===== src/rtl/rtc_bus_responder.sv =====
// Register-level responder for the multiplexed RTC address/data bus, with a
// free-running BCD seconds/minutes/hours counter behind the controller's RTC map.
module rtc_bus_responder #(
  parameter int unsigned TICK_DIV    = 100000000,
  parameter int unsigned SYNC_STAGES = 2
) (
  input  logic       clk,
  input  logic       reset,
  input  logic       cs_n,
  input  logic       ad,
  input  logic       wr_n,
  input  logic       rd_n,
  input  logic [7:0] data_in,
  output logic [7:0] data_out,
  output logic       data_oe,
  output logic       addr_valid,
  output logic       tick
);

  localparam int unsigned DIV_W = $clog2(TICK_DIV);
  localparam int unsigned NREGS = 11;

  typedef enum logic [1:0] {IDLE, ADDR, WRITE, READ} state_t;

  state_t state_q, state_d;

  logic [SYNC_STAGES-1:0] cs_sr, ad_sr, wr_sr, rd_sr;
  logic cs_s, ad_s, wr_s, rd_s;
  logic cs_p, wr_p, rd_p;
  logic wr_fall, wr_rise, rd_fall, rd_rise, cs_rise;

  logic [7:0] addr_q;
  logic [4:0] dec_q, dec_in;
  logic [3:0] idx;
  logic       latch_addr, commit, load_rd;

  logic [7:0] regs [NREGS];
  logic       inc_pend, do_inc;
  logic [8:0] sec_n, min_n, hour_n;
  logic [DIV_W-1:0] div_q;

  // {hit, index} for an RTC address
  function automatic logic [4:0] decode(input logic [7:0] a);
    case (a)
      8'h00:   return 5'h10;
      8'h33:   return 5'h11;
      8'h34:   return 5'h12;
      8'h35:   return 5'h13;
      8'h36:   return 5'h14;
      8'h37:   return 5'h15;
      8'h38:   return 5'h16;
      8'h64:   return 5'h17;
      8'h65:   return 5'h18;
      8'h66:   return 5'h19;
      8'h67:   return 5'h1A;
      default: return 5'h00;
    endcase
  endfunction

  // {carry, next}: out-of-range digits roll forward, anything at/over the limit wraps
  function automatic logic [8:0] bcd_inc(input logic [7:0] v, input logic [7:0] lim);
    if (v[7:4] > lim[7:4] || (v[7:4] == lim[7:4] && v[3:0] >= lim[3:0]))
      return {1'b1, 8'h00};
    if (v[3:0] >= 4'd9)
      return {1'b0, v[7:4] + 4'd1, 4'h0};
    return {1'b0, v[7:4], v[3:0] + 4'd1};
  endfunction

  assign cs_s    = cs_sr[SYNC_STAGES-1];
  assign ad_s    = ad_sr[SYNC_STAGES-1];
  assign wr_s    = wr_sr[SYNC_STAGES-1];
  assign rd_s    = rd_sr[SYNC_STAGES-1];
  assign wr_fall = wr_p & ~wr_s;
  assign wr_rise = ~wr_p & wr_s;
  assign rd_fall = rd_p & ~rd_s;
  assign rd_rise = ~rd_p & rd_s;
  assign cs_rise = ~cs_p & cs_s;

  always_ff @(posedge clk or negedge reset) begin
    if (!reset) begin
      cs_sr <= '1;
      ad_sr <= '0;
      wr_sr <= '1;
      rd_sr <= '1;
      cs_p  <= 1'b1;
      wr_p  <= 1'b1;
      rd_p  <= 1'b1;
    end else begin
      cs_sr <= {cs_sr[SYNC_STAGES-2:0], cs_n};
      ad_sr <= {ad_sr[SYNC_STAGES-2:0], ad};
      wr_sr <= {wr_sr[SYNC_STAGES-2:0], wr_n};
      rd_sr <= {rd_sr[SYNC_STAGES-2:0], rd_n};
      cs_p  <= cs_s;
      wr_p  <= wr_s;
      rd_p  <= rd_s;
    end
  end

  assign dec_in = decode(data_in);
  assign dec_q  = decode(addr_q);
  assign idx    = dec_q[3:0];

  always_comb begin
    state_d    = state_q;
    latch_addr = 1'b0;
    commit     = 1'b0;
    load_rd    = 1'b0;
    if (cs_rise || (!wr_s && !rd_s)) begin
      state_d = IDLE;
    end else begin
      case (state_q)
        IDLE: begin
          if (!cs_s && wr_fall) begin
            state_d = ad_s ? ADDR : WRITE;
          end else if (!cs_s && !ad_s && rd_fall) begin
            state_d = READ;
            load_rd = 1'b1;
          end
        end
        ADDR: begin
          if (wr_rise) begin
            state_d    = IDLE;
            latch_addr = 1'b1;
          end
        end
        WRITE: begin
          if (wr_rise) begin
            state_d = IDLE;
            commit  = addr_valid;
          end
        end
        READ: begin
          if (rd_rise) state_d = IDLE;
        end
        default: state_d = IDLE;
      endcase
    end
  end

  always_ff @(posedge clk or negedge reset) begin
    if (!reset) begin
      state_q    <= IDLE;
      addr_q     <= 8'h00;
      addr_valid <= 1'b0;
      data_out   <= 8'h00;
      data_oe    <= 1'b0;
    end else begin
      state_q <= state_d;
      data_oe <= (state_d == READ);
      if (latch_addr) begin
        addr_q     <= data_in;
        addr_valid <= dec_in[4];
      end
      if (load_rd) data_out <= addr_valid ? regs[idx] : 8'h00;
    end
  end

  always_ff @(posedge clk or negedge reset) begin
    if (!reset) begin
      div_q <= '0;
      tick  <= 1'b0;
    end else if (div_q == DIV_W'(TICK_DIV - 1)) begin
      div_q <= '0;
      tick  <= 1'b1;
    end else begin
      div_q <= div_q + DIV_W'(1);
      tick  <= 1'b0;
    end
  end

  assign do_inc = (tick && regs[0][0]) || inc_pend;
  assign sec_n  = bcd_inc(regs[1], 8'h59);
  assign min_n  = bcd_inc(regs[2], 8'h59);
  assign hour_n = bcd_inc(regs[3], 8'h23);

  // A commit wins the cycle; a coincident increment is deferred one cycle and
  // then operates on the freshly written value.
  always_ff @(posedge clk or negedge reset) begin
    if (!reset) begin
      for (int unsigned i = 0; i < NREGS; i++) regs[i] <= (i == 0) ? 8'h01 : 8'h00;
      inc_pend <= 1'b0;
    end else if (commit) begin
      regs[idx] <= data_in;
      inc_pend  <= do_inc;
    end else begin
      inc_pend <= 1'b0;
      if (do_inc) begin
        regs[1] <= sec_n[7:0];
        if (sec_n[8]) begin
          regs[2] <= min_n[7:0];
          if (min_n[8]) regs[3] <= hour_n[7:0];
        end
      end
    end
  end

endmodule


===== config.mk =====
export PLATFORM = sky130hd
export DESIGN_NAME = rtc_bus_responder
export DESIGN_NICKNAME = d
export VERILOG_FILES = /design/src/rtl/rtc_bus_responder.sv
export SDC_FILE = /design/constraint.sdc
export NUM_CORES = 1
export LEC_CHECK = 0
export BUFFER_PORTS_ARGS = -buffer_cell sky130_fd_sc_hd__buf_2
export CAP_MARGIN = 20
export CORE_ASPECT_RATIO = 0.9
export CORE_UTILIZATION = 55
export DETAILED_ROUTE_END_ITERATION = 7
export PLACE_DENSITY_LB_ADDON = 0.1
export SLEW_MARGIN = 10
export SYNTH_ARGS = -nofsm -noshare
export SYNTH_HDL_FRONTEND = slang
export SYNTH_SLANG_ARGS = --single-unit

===== constraint.sdc =====
create_clock -name clk -period 3.16 [get_ports clk]
set_input_delay 0.948 -clock clk [delete_from_list [all_inputs] [get_ports clk]]
set_output_delay 0.948 -clock clk [all_outputs]
set_load 0.02 [all_outputs]

==> results of run 1 <==
cells in the final DEF, fill, tap and decap left out, types with 5 or more instances in the layout:
| cell | Yosys | final |
|---|---|---|
| and3_1 | 21 | 21 |
| dfrtp_1 | 138 | 138 |
| buf_2 | 10 | 23 |
| a21oi_1 | 26 | 26 |
| o32a_1 | 7 | 7 |
| mux2_1 | 9 | 9 |
| inv_1 | 27 | 27 |
| o22ai_1 | 10 | 10 |
| nor2_1 | 40 | 40 |
| a211oi_1 | 20 | 19 |
| nand4_1 | 9 | 9 |
| ha_1 | 23 | 23 |
| xor2_1 | 11 | 11 |
| a31oi_1 | 9 | 9 |
| nand3_1 | 50 | 50 |
| nor2b_1 | 5 | 5 |
| buf_4 | 4 | 19 |
| mux2_2 | 63 | 63 |
| nor4_1 | 5 | 5 |
| a21o_1 | 6 | 6 |
| nand2_1 | 37 | 37 |
| o211ai_1 | 6 | 6 |
| clkbuf_16 | 0 | 17 |
| and2_1 | 6 | 6 |
| o21bai_1 | 9 | 9 |
| nor3_1 | 12 | 12 |
| a22o_1 | 5 | 5 |
| xnor2_1 | 10 | 10 |
| o21ai_0 | 49 | 49 |
| dfstp_2 | 10 | 10 |
| or3_1 | 7 | 7 |
| nand2b_1 | 5 | 5 |
| o31ai_1 | 7 | 7 |
worst max path at each step:
stage / to / slack (ns)
global route: regs[7] / 0.18
CTS: regs[7] / 0.34
detailed placement: regs[17] / 0.39
finish: regs[7] / 0.28
global placement: regs[2] / 0.51
floorplan: regs[41] / 0.82
routing by layer:
metal / GRT usage [%] / routed length [µm] / vias up
li1: - / - / 2791
met1: 39.8 / 8920 / 3147
met2: 47.0 / 9310 / 236
met3: 5.68 / 1230 / 34
met4: 10.8 / 420 / 0
met5: 0 / 0 / -
layout make-up:
type                       instances  area, µm²  share of cell area (%)
multi-input combinational        527       3820                    43.6
timing repair buffer              44        289                    3.30
inverter                          28        105                    1.20
tap                              189        236                    2.70
clock inverter                    13        149                    1.70
sequential                       148       3720                    42.4
clock buffer                      19        443                    5.05
critical path, cell delays in order, from the launching register on:
cell and delay, ns:
dfrtp_1 0.57, nand2b_1 0.26, o22ai_1 0.38, a211oi_2 0.28, buf_4 0.27, nor4_4 0.58
mux2_2 0.42
power breakdown:
group	switching, µW	internal [µW]
Clock	835	1200
Combinational	518	315
Sequential	148	2060
Total	1500	3570
registers in the layout, summed over array words and instances, names as in the netlist:
name,count
cs_sr,2
addr_valid,1
data_oe,1
div_q,27
inc_pend,1
data_out,8
addr_q,8
wr_p,1
rd_sr,2
wr_sr,2
cs_p,1
state_q,2
tick,1
ad_sr,2
rd_p,1
regs,88
per-stage QoR:
stage	worst slack (ns)	std cells
after global placement	0.509	936
after detailed placement	0.388	936
after global routing	0.177	968
final	0.281	968
after CTS	0.344	968
after floorplan	0.818	740
logic make-up after synthesis:
family,Yosys count,share of synthesized area [%]
AO/OA/AOI/OAI,183,15.8
XOR/XNOR,21,2.35
adder cells (fa/ha/maj),23,3.68
buffers and inverters,65,3.57
flip-flops,148,47.6
multiplexers,72,10.4
AND/OR/NAND/NOR,228,16.7
==> metrics.cfg, run 1 <==
[grt]
antenna_found_initial = 0
groute.usage.overall_pct = 29.3
grt_pass1_wl_um = 32500
grt_max_degree = 66
grt_overflow = 0
grt_pass1_vias = 6108

[timing]
period_share_pct = 91.1
rsz0062_at_grt = no
drv_slew = 0
relSlewSlack_pct = 41.3
worstMarginPinSlew_ns = 0.879
skew_ns = 0.00960
tns_ns = 0
hold_viol = 0
hold_ws_ns = 0.356
period_needed_ns = 2.88
setup_viol = 0
max_freq_ghz = 0.347

[cells_and_area]
stdcell_area_mm2 = 0.00876
postLayoutCoreUtil_pct = 64.4
antennaDiodeCount = 0
fillerInstances = 1074
fin_nets = 803
syn2layout_area_growth_pct = 12.1
drive_gt1_share_pct = 21.2

[run]
drv_cap = 0

[worst_setup_path]
cp.arrival_ns = 3.19
cp-startpoint = addr_q[2]
end_kind = flop
timing.rr.start = addr_q[2]
path_class = flop to flop
path_max_fanout = 12
required_ns = 3.48
reg2reg_to = regs[7]
reg2reg_depth = 6
start_kind = flop
r2r_setup_slack_ns = 0.28

[synthesis]
synthesis.area_mm2 = 0.00781
ys_top_cells_by_area = dfrtp_1, mux2_2, ha_1
async_flop_share_pct = 100
synth_common_cells = dfrtp_1, mux2_2, nand3_1, o21ai_0, nor2_1
yosysTopAreaCellShare_pct = 44.2
yosysTopAreaCell = dfrtp_1
syn_inst = 740
synth_most_common_cell = dfrtp_1
yosysSeqAreaShare_pct = 47.6
synth-seq-cells = 148
syn_avg_cell_area_um2 = 10.6
synth_edf_count = 0
ys_warn_count = 0
synth.distinct_cells = 70
synth_flop_cell = dfrtp_1
syn_nets = 777

[power_and_ir_drop]
peakVddDrop_mv = 0.485
powerDensity_mw_per_mm2 = 579
power_uw = 5070
p_leak_uw = 0.00384

[floorplan]
core_area_mm2 = 0.0136
fp-row-count = 40
initial_core_util_pct = 57.4
dieArea_mm2 = 0.0147
io-pin-count = 25
die_y_um = 115
dieWidth_um = 128

[clock_tree]
h-tree-depth = 4
insertion_delay_ns = 0.43
cts_repair_resize_count = 0
numCtsBuffers = 17
clockRootBuffer = clkbuf_16
clk_transition_reported_paths_ns = 0.06
cts_hold_buf = 0
postCtsSetupRepairBufs = 0
cts_buffer_depth = 2
cts_tree = done
cts_sinks = 148

[place]
post_dp_cell_area_mm2 = 0.00817
portBuffers = 24
gp_congestion = 0.929
dpl.hpwl_um = 13800

[routing]
ant_nets = 0
drt-wirelength-per-cell_um = 20.5
viasPerCell = 6.41
num_vias = 6208
first_pass_iters = 6
drt-initial-drc-count = 509
routed_wl_um = 19900
drc = 0

[hold_path]
hold_path.class = flop to flop
whs_path_depth = 0
worstHoldStart = cs_sr[0]
whs_endpoint = cs_sr[1]

[run_status]
status = completed

(Power assumes the default switching activity.)
==> run 2, diff against run 1 <==
--- a/config.mk
+++ b/config.mk
@@ -8,7 +8,7 @@
 export BUFFER_PORTS_ARGS = -buffer_cell sky130_fd_sc_hd__buf_2
 export CAP_MARGIN = 20
 export CORE_ASPECT_RATIO = 0.9
-export CORE_UTILIZATION = 55
+export CORE_UTILIZATION = 38
 export DETAILED_ROUTE_END_ITERATION = 7
 export PLACE_DENSITY_LB_ADDON = 0.1
 export SLEW_MARGIN = 10
==> metrics.cfg, run 2 (synthesized netlist as in run 1, its figures left out) <==
[power_and_ir_drop]
pwr-share-seq_pct = 41.8  ; -1.7 points
powerDensity_mw_per_mm2 = 593  ; +2.5%
power.switching_uw = 1460  ; -3.0%
swShare_pct = 27.5  ; -2.2 points
internal_power_uw = 3850  ; +7.8%
peakVddDrop_mv = 0.321  ; -34%
pwr-share-comb_pct = 15.2  ; -1.2 points
clkPwrFrac_pct = 43.0  ; +2.9 points
p_leak_uw = 0.00389  ; +1.3%

[grt]
antenna_found_initial = 0  ; unchanged
groute.usage.overall_pct = 21.2  ; -8.0 points
grt_overflow = 0  ; unchanged
grt_pass1_wl_um = 34500  ; +6.4%
grt_max_degree = 64  ; -3.0%
grt_pass1_vias = 6091  ; -0.28%

[routing]
routed_wl_um = 21400  ; +7.7%
drc = 0  ; unchanged
ant_nets = 0  ; unchanged
drt-initial-drc-count = 608  ; +19%
num_vias = 6060  ; -2.4%
drt-wirelength-per-cell_um = 20.6  ; +0.51%
viasPerCell = 5.84  ; -8.9%
first_pass_iters = 5  ; -1

[worst_setup_path]
reg2reg_depth = 7  ; +1
start_kind = flop
reg2reg_to = data_out[6]
path_max_fanout = 17  ; +5
r2r_setup_slack_ns = 0.27  ; -0.02 ns
end_kind = flop
path_class = flop to flop
required_ns = 3.47  ; about the same
cp.arrival_ns = 3.20  ; about the same
timing.rr.start = addr_q[6]

[clock_tree]
h-tree-depth = 4  ; unchanged
cts_hold_buf = 0  ; unchanged
clockRootBuffer = clkbuf_16
cts_sinks = 148  ; unchanged
cts_buffer_depth = 2  ; unchanged
cts_tree = done
numCtsBuffers = 17  ; unchanged
cts_repair_resize_count = 0  ; unchanged
postCtsSetupRepairBufs = 0  ; unchanged
insertion_delay_ns = 0.42  ; about the same
clk_transition_reported_paths_ns = 0.06  ; about the same

[floorplan]
fp-row-count = 49  ; +23%
dieArea_mm2 = 0.0211  ; +44%
dieWidth_um = 153  ; +20%
initial_core_util_pct = 39.0  ; -18 points
io-pin-count = 25  ; unchanged
die_y_um = 138  ; +20%
core_area_mm2 = 0.0200  ; +47%

[place]
gp_congestion = 0.827  ; -11%
portBuffers = 24  ; unchanged
dpl.hpwl_um = 15100  ; +9.7%

[cells_and_area]
reg.largest.list = regs (88), div_q (27)
fin_nets = 806  ; +0.37%
multi_input_area_mm2 = 0.00382  ; unchanged
largest-register = regs
fillerInstances = 1880  ; +75%
antennaDiodeCount = 0  ; unchanged
final_cell_mix = dfrtp_1, mux2_2, nand3_1
layout_commonest_cell = dfrtp_1
syn2layout_area_growth_pct = 14.4
largest_reg_flops = 88  ; unchanged
drive_gt1_share_pct = 21.5  ; +0.30 points
ff_latch_area_mm2 = 0.00372  ; unchanged

[hold_path]
hold_path.class = flop to flop
whs_path_depth = 0  ; unchanged
worstHoldStart = wr_sr[0]
whs_endpoint = wr_sr[1]

[timing]
max_freq_ghz = 0.345  ; -0.56%
worstMarginPinSlew_ns = 0.944  ; +0.0645 ns
period_share_pct = 91.6  ; +0.52 points
rsz0062_at_grt = no
hold_viol = 0  ; unchanged
setup_viol = 0  ; unchanged
skew_ns = 0.00797  ; -0.00163 ns
hold_ws_ns = 0.355  ; -0.00157 ns
tns_ns = 0  ; unchanged
period_needed_ns = 2.89  ; +0.0163 ns
drv_slew = 0  ; unchanged
relSlewSlack_pct = 37.0  ; -4.3 points

[run_status]
status = completed

[run]
drv_cap = 0  ; unchanged

[run 2: worst max-delay path: stages (launching register included)]
cell and delay (ns):
dfrtp_1 0.42, nand4bb_1 0.36, or3_1 0.70, buf_4 0.32, and3_1 0.20, a211oi_1 0.37, o21bai_1 0.15, a32o_1 0.26
[run 2: worst max path at each step]
stage / start / end / slack (ns) / cells past startpoint
2_1_floorplan: state_q[0] / regs[41] / 0.82 / 8
3_3_place_gp: addr_q[6] / data_out[6] / 0.35 / 7
3_5_place_dp: addr_q[6] / data_out[3] / 0.33 / 7
4_1_cts: addr_q[6] / data_out[3] / 0.31 / 7
5_1_grt: addr_q[3] / regs[48] / 0.15 / 5
6_report: addr_q[6] / data_out[6] / 0.27 / 7
[run 2: layer usage]
layer | vias to the layer above | track usage [%] | wire (µm)
li1 | 2797 | - | -
met2 | 138 | 35.9 | 10600
met4 | 0 | 6.11 | 326
met3 | 26 | 3.67 | 773
met5 | - | 0 | 0
met1 | 3099 | 28.0 | 9730
[run 2: power groups by stage]
| stage | sequential (µW) | clock, µW | combinational [µW] |
|---|---|---|---|
| CTS | 2220 | 2330 | 806 |
| finish | 2220 | 2280 | 805 |
| global placement | 2240 | 0 | 785 |
| detailed placement | 2250 | 0 | 802 |
| floorplan | 2220 | 0 | 533 |
| global route | 2240 | 2400 | 883 |
[run 2: area by class of cell]
| class | instances | share of cell area (%) |
|---|---|---|
| clock buffer | 21 | 5.26 |
| timing repair buffer | 47 | 3.48 |
| inverter | 28 | 1.18 |
| clock inverter | 11 | 2.20 |
| sequential | 148 | 41.6 |
| tap | 255 | 3.57 |
| multi-input combinational | 527 | 42.8 |
[run 2: per-stage QoR]
step / cell area [µm²] / instances / power (µW) / util (%) / setup slack, ns
after floorplan: 7820 / 740 / 2760 / - / 0.818
after global placement: 8280 / 1005 / 3030 / 41.3 / 0.346
after detailed placement: 8280 / 1005 / 3050 / 41.3 / 0.326
after CTS: 8940 / 1037 / 5350 / 44.6 / 0.311
after global routing: 8940 / 1037 / 5520 / 44.6 / 0.152
final: 8940 / 1037 / 5310 / 44.6 / 0.265
==> run 3, diff against run 2 <==
--- a/config.mk
+++ b/config.mk
@@ -5,6 +5,7 @@
 export SDC_FILE = /design/constraint.sdc
 export NUM_CORES = 1
 export LEC_CHECK = 0
+export ABC_AREA = 1
 export BUFFER_PORTS_ARGS = -buffer_cell sky130_fd_sc_hd__buf_2
 export CAP_MARGIN = 20
 export CORE_ASPECT_RATIO = 0.9
==> metrics.cfg, run 3 <==
[grt]
grt_pass1_vias = 6499  ; +6.7%
antenna_found_initial = 0  ; unchanged
grt_pass1_wl_um = 35200  ; +1.8%
grt_overflow = 0  ; unchanged
grt_max_degree = 66  ; +3.1%
groute.usage.overall_pct = 20.8  ; -0.48 points

[worst_setup_path]
reg2reg_depth = 11  ; +4
cp.arrival_ns = 2.81  ; -0.39 ns
required_ns = 3.52  ; +0.05 ns
path_max_fanout = 21  ; +4
start_kind = flop
path_class = flop to flop
end_kind = flop

[synthesis]
syn_avg_cell_area_um2 = 7.96  ; -25%
syn_inst = 1053  ; +42%
synth-seq-cells = 148  ; unchanged
async_flop_share_pct = 100  ; unchanged
yosysTopAreaCellShare_pct = 41.2  ; -3.0 points
yosysSeqAreaShare_pct = 44.3  ; -3.2 points
yosysTopAreaCell = dfrtp_1
synth_common_cells = nand2_1, dfrtp_1, inv_1, o21ai_0, nand3_1
ys_warn_count = 0  ; unchanged
ys_top_cells_by_area = dfrtp_1, nand2_1, inv_1
synth_edf_count = 0  ; unchanged
synth.distinct_cells = 55  ; -21%
synth_flop_cell = dfrtp_1
syn_nets = 1090  ; +40%
synthesis.area_mm2 = 0.00838  ; +7.3%
synth_most_common_cell = nand2_1

[timing]
setup_viol = 0  ; unchanged
rsz0062_at_grt = no
tns_ns = 0  ; unchanged
skew_ns = 0.0152  ; +0.00720 ns
worstMarginPinSlew_ns = 0.638  ; -0.305 ns
period_needed_ns = 2.45  ; -0.449 ns
drv_slew = 0  ; unchanged
hold_ws_ns = 0.352  ; -0.00253 ns
max_freq_ghz = 0.409  ; +18%
hold_viol = 0  ; unchanged
relSlewSlack_pct = 57.4  ; +20 points
period_share_pct = 77.4  ; -14 points

[place]
dpl.hpwl_um = 15700  ; +4.1%
portBuffers = 24  ; unchanged
gp_congestion = 0.833  ; +0.68%
post_dp_cell_area_mm2 = 0.00877  ; +6.0%
post-place-cells = 1351  ; +34%

[run_status]
status = completed

[cells_and_area]
largest_reg_flops = 88  ; unchanged
postLayoutCoreUtil_pct = 43.4  ; -1.2 points
fin_nets = 1116  ; +38%
drive_gt1_share_pct = 13.3  ; -8.2 points
reg.largest.list = regs (88), div_q (27)
antennaDiodeCount = 0  ; unchanged
layout_commonest_cell = nand2_1
syn2layout_area_growth_pct = 12.0
final_cell_mix = nand2_1, dfrtp_1, inv_1
stdcell_area_mm2 = 0.00939  ; +5.0%
final_cell_count_no_fill = 1383  ; +33%
largest-register = regs

[hold_path]
whs_path_depth = 0  ; unchanged
hold_path.class = flop to flop

[routing]
ant_nets = 0  ; unchanged
routed_wl_um = 21900  ; +2.3%
first_pass_iters = 5  ; unchanged
drt-wirelength-per-cell_um = 15.8  ; -23%
drc = 0  ; unchanged
viasPerCell = 4.90  ; -16%
num_vias = 6783  ; +12%
drt-initial-drc-count = 423  ; -30%

[clock_tree]
numCtsBuffers = 17  ; unchanged
cts_sinks = 148  ; unchanged
postCtsSetupRepairBufs = 0  ; unchanged
cts_repair_resize_count = 0  ; unchanged
insertion_delay_ns = 0.44  ; +0.02 ns
clockRootBuffer = clkbuf_16
h-tree-depth = 4  ; unchanged
cts_buffer_depth = 2  ; unchanged
clk_transition_reported_paths_ns = 0.07  ; about the same
cts_hold_buf = 0  ; unchanged
cts_tree = done

[power_and_ir_drop]
powerDensity_mw_per_mm2 = 715  ; +21%
internal_power_uw = 4280  ; +11%
swShare_pct = 36.3  ; +8.8 points
pwr-share-seq_pct = 38.1  ; -3.7 points
pwr-share-comb_pct = 29.8  ; +15 points
clkPwrFrac_pct = 32.0  ; -11 points
power.switching_uw = 2440  ; +67%
p_leak_uw = 0.00483  ; +24%
peakVddDrop_mv = 0.323  ; +0.50%

[floorplan]
initial_core_util_pct = 38.8  ; -0.23 points
io-pin-count = 25  ; unchanged
die_y_um = 143  ; +3.5%
fp-row-count = 51  ; +4.1%
dieWidth_um = 159  ; +3.5%
dieArea_mm2 = 0.0227  ; +7.2%
core_area_mm2 = 0.0216  ; +7.9%

[run]
drv_cap = 0  ; unchanged

## run 3: cell families (layout without fill, tap and decap cells)
group | after synthesis | count (layout) | synth area share [%]
AO/OA/AOI/OAI | 161 | 161 | 11.7
XOR/XNOR | 23 | 23 | 2.40
adder cells (fa/ha/maj) | 23 | 23 | 3.43
AND/OR/NAND/NOR | 530 | 530 | 29.6
buffers and inverters | 168 | 207 | 8.54
flip-flops | 148 | 148 | 44.3
## run 3: final timing paths
check	start	endpoint	slack, ns
max in group asynchronous	reset	regs[4]	1.88
min in group asynchronous	reset	state_q[1]	0.51
setup / recovery	state_q[0]	regs[62]	0.71
hold reg to reg	ad_sr[0]	ad_sr[1]	0.35
setup reg to reg	state_q[0]	regs[62]	0.71
hold / removal	ad_sr[0]	ad_sr[1]	0.35
## run 3: power by group through the flow
stage	registers, µW	clock network [µW]	logic (µW)
CTS	2560	2210	2010
finish	2560	2150	2000
global placement	2590	0	2000
floorplan	2580	0	1430
detailed placement	2590	0	2000
global route	2610	2280	2280
## run 3: metrics by stage
stage          total power [µW]  worst slack (ns)
6_report                   6710             0.714
5_1_grt                    7170             0.494
4_1_cts                    6770             0.720
3_5_place_dp               4580             0.741
3_3_place_gp               4590             0.803
2_1_floorplan              4020              1.27
## run 3: layout make-up
type | count | area, µm²
clock buffers | 19 | 433
clock inverters | 13 | 183
fillers | 2183 | 12200
inverters | 143 | 541
multi-input cells | 737 | 3950
flip-flops and latches | 148 | 3720
well taps | 291 | 364
repair buffers | 32 | 199
## run 3: critical path, cell delays in order (launching register included)
cell and delay, ns:
dfrtp_1 0.42, inv_1 0.12, ha_1 0.21, nand3_4 0.11
nor2_8 0.41, inv_4 0.11, nand2_4 0.11, nand2_2 0.06
nor3_4 0.24, and2_1 0.38, nand2_1 0.12, o21ai_2 0.07
## run 3: routing by layer
metal  track usage [%]  up-vias  part of all wire [%]
li1                  -     3434                     -
met1              28.5     3189                    48
met2              33.4      137                    46
met3              3.46       23                   4.6
met4              6.22        0                   1.2
met5                 0        -                     0
